File: config.mk
export PLATFORM = sky130hd
export DESIGN_NAME = uarc_io_bridge
export DESIGN_NICKNAME = d
export VERILOG_FILES = /design/src/rtl/uarc_io_pkg.sv /design/src/rtl/uarc_fifo.sv /design/src/rtl/uarc_io_bridge.sv
export SDC_FILE = /design/constraint.sdc
export NUM_CORES = 1
export LEC_CHECK = 0
export ABC_AREA = 1
export ABC_CLOCK_PERIOD_IN_PS = 4100
export BUFFER_PORTS_ARGS = -buffer_cell sky130_fd_sc_hd__buf_2
export CAP_MARGIN = 20
export CORE_MARGIN = 2
export CORE_UTILIZATION = 58
export DETAILED_ROUTE_END_ITERATION = 12
export GPL_TIMING_DRIVEN = 0
export PLACE_DENSITY = 0.84
export SLEW_MARGIN = 30
export SYNTH_ARGS = -nofsm -noshare
export SYNTH_HDL_FRONTEND = slang
export SYNTH_SLANG_ARGS = --single-unit
export TNS_END_PERCENT = 5
File: constraint.sdc
create_clock -name clk -period 4.1 [get_ports clk]
set_input_delay 0.82 -clock clk [delete_from_list [all_inputs] [get_ports clk]]
set_output_delay 0.82 -clock clk [all_outputs]
set_load 0.005 [all_outputs]
File: src/rtl/uarc_io_pkg.sv
`default_nettype none
// ============================================================================
//  Module      : uarc_io_pkg
//  Description : Shared constants and types for the UARC I/O bridge.
//                Holds the default bus/character/FIFO sizing and the
//                per-channel FIFO status record used by the bridge top.
//  Revision    : 1.0 - initial release
// ============================================================================
package uarc_io_pkg;

  // Default sizing of the bridge
  localparam int c_word_width      = 32;
  localparam int c_periph_width    = 8;
  localparam int c_fifo_addr_width = 3;

  // The status count field is wide enough for any practical FIFO size;
  // the real occupancy (FIFO_ADDR_WIDTH+1 bits) is zero-extended into it.
  localparam int c_status_count_width = 16;

  typedef struct packed {
    logic [c_status_count_width-1:0] count;
    logic                            empty;
    logic                            full;
  } fifo_status_t;

endpackage : uarc_io_pkg
`default_nettype wire

File: src/rtl/uarc_fifo.sv
`default_nettype none
// ============================================================================
//  Module      : uarc_fifo
//  Description : First-word-fall-through FIFO, depth 2**ADDR_WIDTH.
//                The head entry is always visible on rdata while not empty.
//                A push into a full FIFO is accepted when a pop happens in
//                the same cycle.
//  Ports       : clk, reset (async, active-high)
//                push/wdata  - write request and data
//                pop         - consume head (ignored when empty)
//                rdata       - head entry
//                full/empty  - occupancy flags
//                count       - occupancy, ADDR_WIDTH+1 bits
//  Revision    : 1.0 - initial release
// ============================================================================
module uarc_fifo #(
  parameter int WIDTH      = 8,
  parameter int ADDR_WIDTH = 3
) (
  input  logic                  clk,
  input  logic                  reset,
  input  logic                  push,
  input  logic [WIDTH-1:0]      wdata,
  input  logic                  pop,
  output logic [WIDTH-1:0]      rdata,
  output logic                  full,
  output logic                  empty,
  output logic [ADDR_WIDTH:0]   count
);

  localparam int DEPTH = 2 ** ADDR_WIDTH;
  localparam logic [ADDR_WIDTH:0] c_depth = (ADDR_WIDTH + 1)'(DEPTH);

  logic [WIDTH-1:0]      r_mem [DEPTH];
  logic [ADDR_WIDTH-1:0] r_wr_ptr;
  logic [ADDR_WIDTH-1:0] r_rd_ptr;
  logic [ADDR_WIDTH:0]   r_count;

  logic w_do_pop;
  logic w_do_push;

  assign empty = (r_count == '0);
  assign full  = (r_count == c_depth);

  // A pop frees the slot the write lands in, so full + pop still accepts.
  assign w_do_pop  = pop && !empty;
  assign w_do_push = push && (!full || w_do_pop);

  // Pointers are ADDR_WIDTH bits wide, so they wrap modulo depth naturally.
  always_ff @(posedge clk or posedge reset) begin
    if (reset) begin
      r_wr_ptr <= '0;
      r_rd_ptr <= '0;
      r_count  <= '0;
    end else begin
      if (w_do_push) begin
        r_wr_ptr <= r_wr_ptr + 1'b1;
      end
      if (w_do_pop) begin
        r_rd_ptr <= r_rd_ptr + 1'b1;
      end
      case ({w_do_push, w_do_pop})
        2'b10:   r_count <= r_count + 1'b1;
        2'b01:   r_count <= r_count - 1'b1;
        default: r_count <= r_count;
      endcase
    end
  end

  // Storage is deliberately not reset; the cleared count hides stale data.
  always_ff @(posedge clk) begin
    if (w_do_push) begin
      r_mem[r_wr_ptr] <= wdata;
    end
  end

  assign rdata = r_mem[r_rd_ptr];
  assign count = r_count;

endmodule : uarc_fifo
`default_nettype wire

File: src/rtl/uarc_io_bridge.sv
`default_nettype none
// ============================================================================
//  Module      : uarc_io_bridge
//  Description : Bridges CHANNELS peripheral character streams to a core
//                word bus. Each channel owns an RX FIFO (peripheral -> core)
//                and a TX FIFO (core -> peripheral). Core sends are broadcast
//                to all enabled channels and accepted all-or-nothing.
//  Ports       : clk, reset            - clock, async active-high reset
//                rx_valid/rx_data      - incoming peripheral characters
//                rx_overflow           - one-cycle pulse, character dropped
//                receiver_sends/datas  - RX head word per channel toward core
//                receiver_send_acks    - core consumed RX head
//                sender_enables        - destination channel mask
//                global_send/data      - core send request and payload
//                sender_send_acks      - per-channel send acceptance
//                tx_valid/tx_data      - TX head character per channel
//                tx_ready              - peripheral consumed TX head
//  Note        : PERIPH_WIDTH must not exceed WORD_WIDTH.
//  Revision    : 1.0 - initial release
// ============================================================================
module uarc_io_bridge
  import uarc_io_pkg::*;
#(
  parameter int WORD_WIDTH      = c_word_width,
  parameter int CHANNELS        = 2,
  parameter int PERIPH_WIDTH    = c_periph_width,
  parameter int FIFO_ADDR_WIDTH = c_fifo_addr_width
) (
  input  logic                             clk,
  input  logic                             reset,
  input  logic [CHANNELS-1:0]              rx_valid,
  input  logic [CHANNELS*PERIPH_WIDTH-1:0] rx_data,
  output logic [CHANNELS-1:0]              rx_overflow,
  output logic [CHANNELS-1:0]              receiver_sends,
  input  logic [CHANNELS-1:0]              receiver_send_acks,
  output logic [CHANNELS*WORD_WIDTH-1:0]   receiver_datas,
  input  logic [CHANNELS-1:0]              sender_enables,
  input  logic                             global_send,
  input  logic [WORD_WIDTH-1:0]            global_data,
  output logic [CHANNELS-1:0]              sender_send_acks,
  output logic [CHANNELS-1:0]              tx_valid,
  output logic [CHANNELS*PERIPH_WIDTH-1:0] tx_data,
  input  logic [CHANNELS-1:0]              tx_ready
);

  fifo_status_t w_rx_status [CHANNELS];
  fifo_status_t w_tx_status [CHANNELS];

  logic [CHANNELS-1:0]     r_rx_overflow;
  logic [CHANNELS-1:0]     w_tx_push;
  logic [CHANNELS-1:0]     w_tx_pop;
  logic [PERIPH_WIDTH-1:0] w_tx_char;
  logic                    w_tx_blocked;
  logic                    w_go;

  assign w_tx_char = global_data[PERIPH_WIDTH-1:0];

  // Broadcast go: decided from pre-edge occupancy only, so a TX FIFO that is
  // full is never counted on the peripheral draining it in the same cycle.
  // Reset forces go low so no ack is shown while the bridge is held in reset.
  always_comb begin
    w_tx_blocked = 1'b0;
    for (int i = 0; i < CHANNELS; i++) begin
      if (sender_enables[i] && w_tx_status[i].full) begin
        w_tx_blocked = 1'b1;
      end
    end
    w_go = !reset && global_send && (|sender_enables) && !w_tx_blocked;
  end

  assign sender_send_acks = {CHANNELS{w_go}} & sender_enables;
  assign w_tx_push        = sender_send_acks;
  assign rx_overflow      = r_rx_overflow;

  // A full FIFO is never empty, so an ack there always pops and makes room;
  // only a character arriving at a full FIFO without an ack is dropped.
  always_ff @(posedge clk or posedge reset) begin
    if (reset) begin
      r_rx_overflow <= '0;
    end else begin
      for (int i = 0; i < CHANNELS; i++) begin
        r_rx_overflow[i] <= rx_valid[i] && w_rx_status[i].full
                            && !receiver_send_acks[i];
      end
    end
  end

  generate
    for (genvar i = 0; i < CHANNELS; i++) begin : g_chan
      logic [PERIPH_WIDTH-1:0]  w_rx_head;
      logic [PERIPH_WIDTH-1:0]  w_tx_head;
      logic [FIFO_ADDR_WIDTH:0] w_rx_count;
      logic [FIFO_ADDR_WIDTH:0] w_tx_count;
      logic                     w_rx_full;
      logic                     w_rx_empty;
      logic                     w_tx_full;
      logic                     w_tx_empty;

      uarc_fifo #(
        .WIDTH      (PERIPH_WIDTH),
        .ADDR_WIDTH (FIFO_ADDR_WIDTH)
      ) u_rx_fifo (
        .clk   (clk),
        .reset (reset),
        .push  (rx_valid[i]),
        .wdata (rx_data[i*PERIPH_WIDTH +: PERIPH_WIDTH]),
        .pop   (receiver_send_acks[i]),
        .rdata (w_rx_head),
        .full  (w_rx_full),
        .empty (w_rx_empty),
        .count (w_rx_count)
      );

      assign w_tx_pop[i] = !w_tx_empty && tx_ready[i];

      uarc_fifo #(
        .WIDTH      (PERIPH_WIDTH),
        .ADDR_WIDTH (FIFO_ADDR_WIDTH)
      ) u_tx_fifo (
        .clk   (clk),
        .reset (reset),
        .push  (w_tx_push[i]),
        .wdata (w_tx_char),
        .pop   (w_tx_pop[i]),
        .rdata (w_tx_head),
        .full  (w_tx_full),
        .empty (w_tx_empty),
        .count (w_tx_count)
      );

      assign w_rx_status[i].count = c_status_count_width'(w_rx_count);
      assign w_rx_status[i].empty = w_rx_empty;
      assign w_rx_status[i].full  = w_rx_full;
      assign w_tx_status[i].count = c_status_count_width'(w_tx_count);
      assign w_tx_status[i].empty = w_tx_empty;
      assign w_tx_status[i].full  = w_tx_full;

      assign receiver_sends[i] = !w_rx_status[i].empty;
      assign receiver_datas[i*WORD_WIDTH +: WORD_WIDTH] = WORD_WIDTH'(w_rx_head);

      assign tx_valid[i] = !w_tx_status[i].empty;
      assign tx_data[i*PERIPH_WIDTH +: PERIPH_WIDTH] = w_tx_head;
    end
  endgenerate

endmodule : uarc_io_bridge
`default_nettype wire
==> run summary <==
The flow ran to the end, and the final reports show no timing, DRC or antenna violations. The worst hold path belongs to the class in -> async. Yosys attributes the largest share of cell area to edfxtp_1 (59%), dfrtp_1 (8.1%), nor2_1 (6.6%). The I/O pin count is roughly 150. The global-route wire length before repair is roughly 44000 um. The reg-to-reg critical path endpoint is g_chan[1].u_tx_fifo.count[2]. In this run the critical register-to-register path is launched from g_chan[1].u_tx_fifo.count[0]. The final worst-path cycle share came out at 77.0%. The register cell area after layout is about 8700 um^2. The final wirelength came out at roughly 27000 um.

The post-route core utilization came out at 68.0%. The count of max-cap constraint violations is 0. The number of input and output port buffers inserted is 74. Counting cells, the worst reg-to-reg path comes to 12. The CTS clock-pin slew for the worst setup and hold paths came out at ~60 ps. The floorplan step defined a core boundary enclosing around 22000 um^2.

The number of global-route vias before repair came out at between 8000 and 9000. For this configuration, the core starts out at a cell density of 59.2%. The actual slew at the worst max-slew pin is roughly 1000 ps.

For this design the static power due to leakage is approximately 5.9 nW. The highest clock rate is 317 MHz. The number of warnings reported in the yosys synthesis log is 0.

The worst-case clock skew is 10.4 ps. The number of hold buffers added after cts is 0. The layout filler cell count came out at ~1500.

The share of Yosys cell area claimed by the top area cell type came out at about three fifths. The final number of setup-violating endpoints came out at 0. At the end of routability-driven placement, the weighted congestion stood at roughly 0.85. The total global routing overflow came out at 0. The most used flip-flop cell after synthesis is edfxtp_1. Detailed routing inserted a total of between 8000 and 9000 vias. The root buffer cell chosen for the clock tree is clkbuf_16.

The proportion of register bits with asynchronous set or reset after synthesis is 14.1%. OpenSTA, run right after detailed placement, puts the worst setup slack at around 800 ps. The number of register bits inferred by synthesis came out at between 200 and 300. The clock net in this run drives a total of roughly 300 sinks. The number of levels in the clock H-tree came out at 1.

The placed wire-length estimate is between 15000 and 20000 um. The clock passes through at most 3 buffers. The internal power contribution is ~0.0064 W. The number of antenna violations at the first check in global routing is 1. The die boundary height came out at 153 um.

Summing all multi-input logic gate instances after layout gives between 3000 and 4000 um^2. The post-synthesis cell type count is 29. The switching part of the total came out at a little over a third. Summed over all failing endpoints, the final setup total negative slack is 0 ps. Yosys mapped a number of flops with a built-in enable equal to about 260. The cell total after placement came out at about 1600.

The instance area at placement came out at about 14000 um^2. The worst relative slew slack is approximately 32%. STA puts the critical path data required time at around 3300 ps. The type of origin of the critical path is an input pin. Once detail routing completed, the nets flagged for antenna violations numbered 0. edfxtp_1 takes more of the synthesized area than any other cell.

The detail-routed net length per standard cell is 16.8 um. The worst path setup slack after routing came out at approximately 940 ps. The number of placement rows is 54. The number of hold-slack violations in the final timing report was 0. The number of standard cells in the layout, taps in and fillers out came out at 1622. The number of DRC markers in iteration 0 came out at 697. The DRC violations left came out at 0. The synthesized netlist cell count came out at approximately 1200. The clock latency reported for the late side of the worst-skew pair is around 540 ps.

Following the worst setup path forward leads to its endpoint at sender_send_acks[1]. The post-CTS setup repair buffer count came out at 0. The net switching power came out at ~0.0037 W. The max-slew violation count is 0. The register area share after synthesis is roughly two thirds. The global-route total usage across every layer is a little under a quarter. The sort of element at the end of the critical path is an output pin. TritonCTS built the clock tree. The routed design could run at a clock period as short as ~3200 ps. Averaged over all synthesized cells, the footprint is 11.1 um^2.

In this run the worst path has a maximum fanout of 24. The worst setup path category is in -> out. The setup slack of the most critical reg-to-reg path came out at 1890 ps. The via count normalized by instance count is 5.39. The maximum resistive drop on vdd came out at around 660 uV. The overall die area is approximately 23000 um^2. The number of buffers created by CTS came out at 29. Entering global routing, the biggest net connects 25 pins.

The total power density per cell area is about 700 nW/um^2. The die width is 153 um. Setup repair after global routing left no endpoint under its margin. The final design area excluding fillers came out at 14800 um^2. The worst path arrival time came out at between 2000 and 2500 ps.

Once the clock tree was built, the resizer swapped 0 gates to a different size. The fraction of layout instances using a drive strength above 1 came out at roughly 17%. The leading cell type by number of instances after synthesis is edfxtp_1. The first-pass iteration count of the detailed router came out at 6. The start point of the critical path is reset. The share of power burned in combinational logic is 34.8%. The power share of the clock group is 25.8%. The part of the power in registers came out at 39.4%.

The net count of the finished layout is approximately 1400. Summing every instance area after synthesis gives 12900 um^2. The commonest cells after synthesis are edfxtp_1 (256), nor2_1 (226), nand2_1 (209). The area added between synthesis and finish came out at 14.8%.
[power by group through the flow]
stage	Clock, W	Sequential, W	Combinational [W]
2_1_floorplan	0	0.00396	0.00234
3_3_place_gp	0	0.00402	0.00332
3_5_place_dp	0	0.00404	0.00347
4_1_cts	0.00265	0.00398	0.00351
5_1_grt	0.00276	0.00403	0.00400
6_report	0.00261	0.00398	0.00353
[cells by family (layout without fill, tap and decap cells)]
group | Yosys count | after routing | share of synthesized area [%]
compound gates | 208 | 208 | 8.11
xor+xnor | 24 | 24 | 1.63
fa+ha+maj | 22 | 22 | 2.25
buf+inv | 139 | 268 | 5.74
flops | 298 | 298 | 67.6
other cells | 1 | 49 | 0.0290
simple gates | 473 | 473 | 14.6
[state kept, by name, summed over array words and instances (netlist names)]
| register | count |
|---|---|
| rx_overflow | 2 |
| g_chan.u_rx_fifo.count | 8 |
| g_chan.u_rx_fifo.r_wr_ptr | 6 |
| g_chan.u_rx_fifo.r_rd_ptr | 6 |
| g_chan.u_tx_fifo.r_mem | 128 |
| g_chan.u_tx_fifo.r_rd_ptr | 6 |
| g_chan.u_tx_fifo.count | 8 |
| g_chan.u_rx_fifo.r_mem | 128 |
| g_chan.u_tx_fifo.r_wr_ptr | 6 |
[worst min path at each step]
stage,startpoint,end,slack [ps],depth (start not counted)
after floorplan,g_chan[0].u_rx_fifo.count[0],g_chan[0].u_rx_fifo.count[0],470,1
after global placement,g_chan[0].u_rx_fifo.count[0],g_chan[0].u_rx_fifo.count[0],490,1
after detailed placement,g_chan[0].u_rx_fifo.count[0],g_chan[0].u_rx_fifo.count[0],480,1
after CTS,reset,g_chan[0].u_tx_fifo.r_wr_ptr[1],340,2
after global routing,reset,g_chan[0].u_tx_fifo.r_wr_ptr[1],380,2
final,reset,g_chan[0].u_tx_fifo.r_wr_ptr[1],330,2
[through the flow]
step / hold WS, ps / total power, W
global placement: 488 / 0.00734
finish: 327 / 0.0101
floorplan: 468 / 0.00630
global route: 380 / 0.0108
CTS: 336 / 0.0101
detailed placement: 484 / 0.00751
[routing by layer]
metal	up-vias	routed length [um]	GRT usage [%]
li1	4167	-	-
met1	4141	11000	30.4
met2	367	13400	40.2
met3	63	2130	3.54
met4	0	718	8.25
met5	-	0	0
[critical path, stage by stage]
cell and delay, ps:
buf_2 100, inv_2 420, nand2_1 200, nor2_4 180, nand4_4 250, inv_4 150, buf_4 110, buf_2 100
[placed cells by master (no fill, tap or decap), types with 3 or more instances in the layout]
cell type / count
nand2_1: 209
o21ai_0: 168
ha_1: 20
clkinvlp_4: 3
buf_4: 50
inv_1: 38
clkbuf_1: 21
nor3_2: 8
nor2_2: 13
dfrtp_1: 42
buf_1: 3
nor2_1: 224
clkinv_2: 7
edfxtp_1: 256
buf_2: 96
xnor2_1: 10
xor2_1: 14
nand3_1: 10
clkbuf_8: 4
inv_2: 5
o21ai_1: 36
clkbuf_16: 29
conb_1: 48
clkinv_1: 4
[layout make-up]
cell class                      count  share of cell area, %
Antenna cell                        1                 0.0169
Buffer                             90                   3.73
Clock buffer                       39                   5.41
Clock inverter                     15                  0.969
Inverter                           49                   1.27
Multi-Input combinational cell    775                   24.7
Sequential cell                   298                   58.9
Tap cell                          280                   2.36
Timing Repair Buffer               75                   2.68
(Power assumes the default switching activity.)
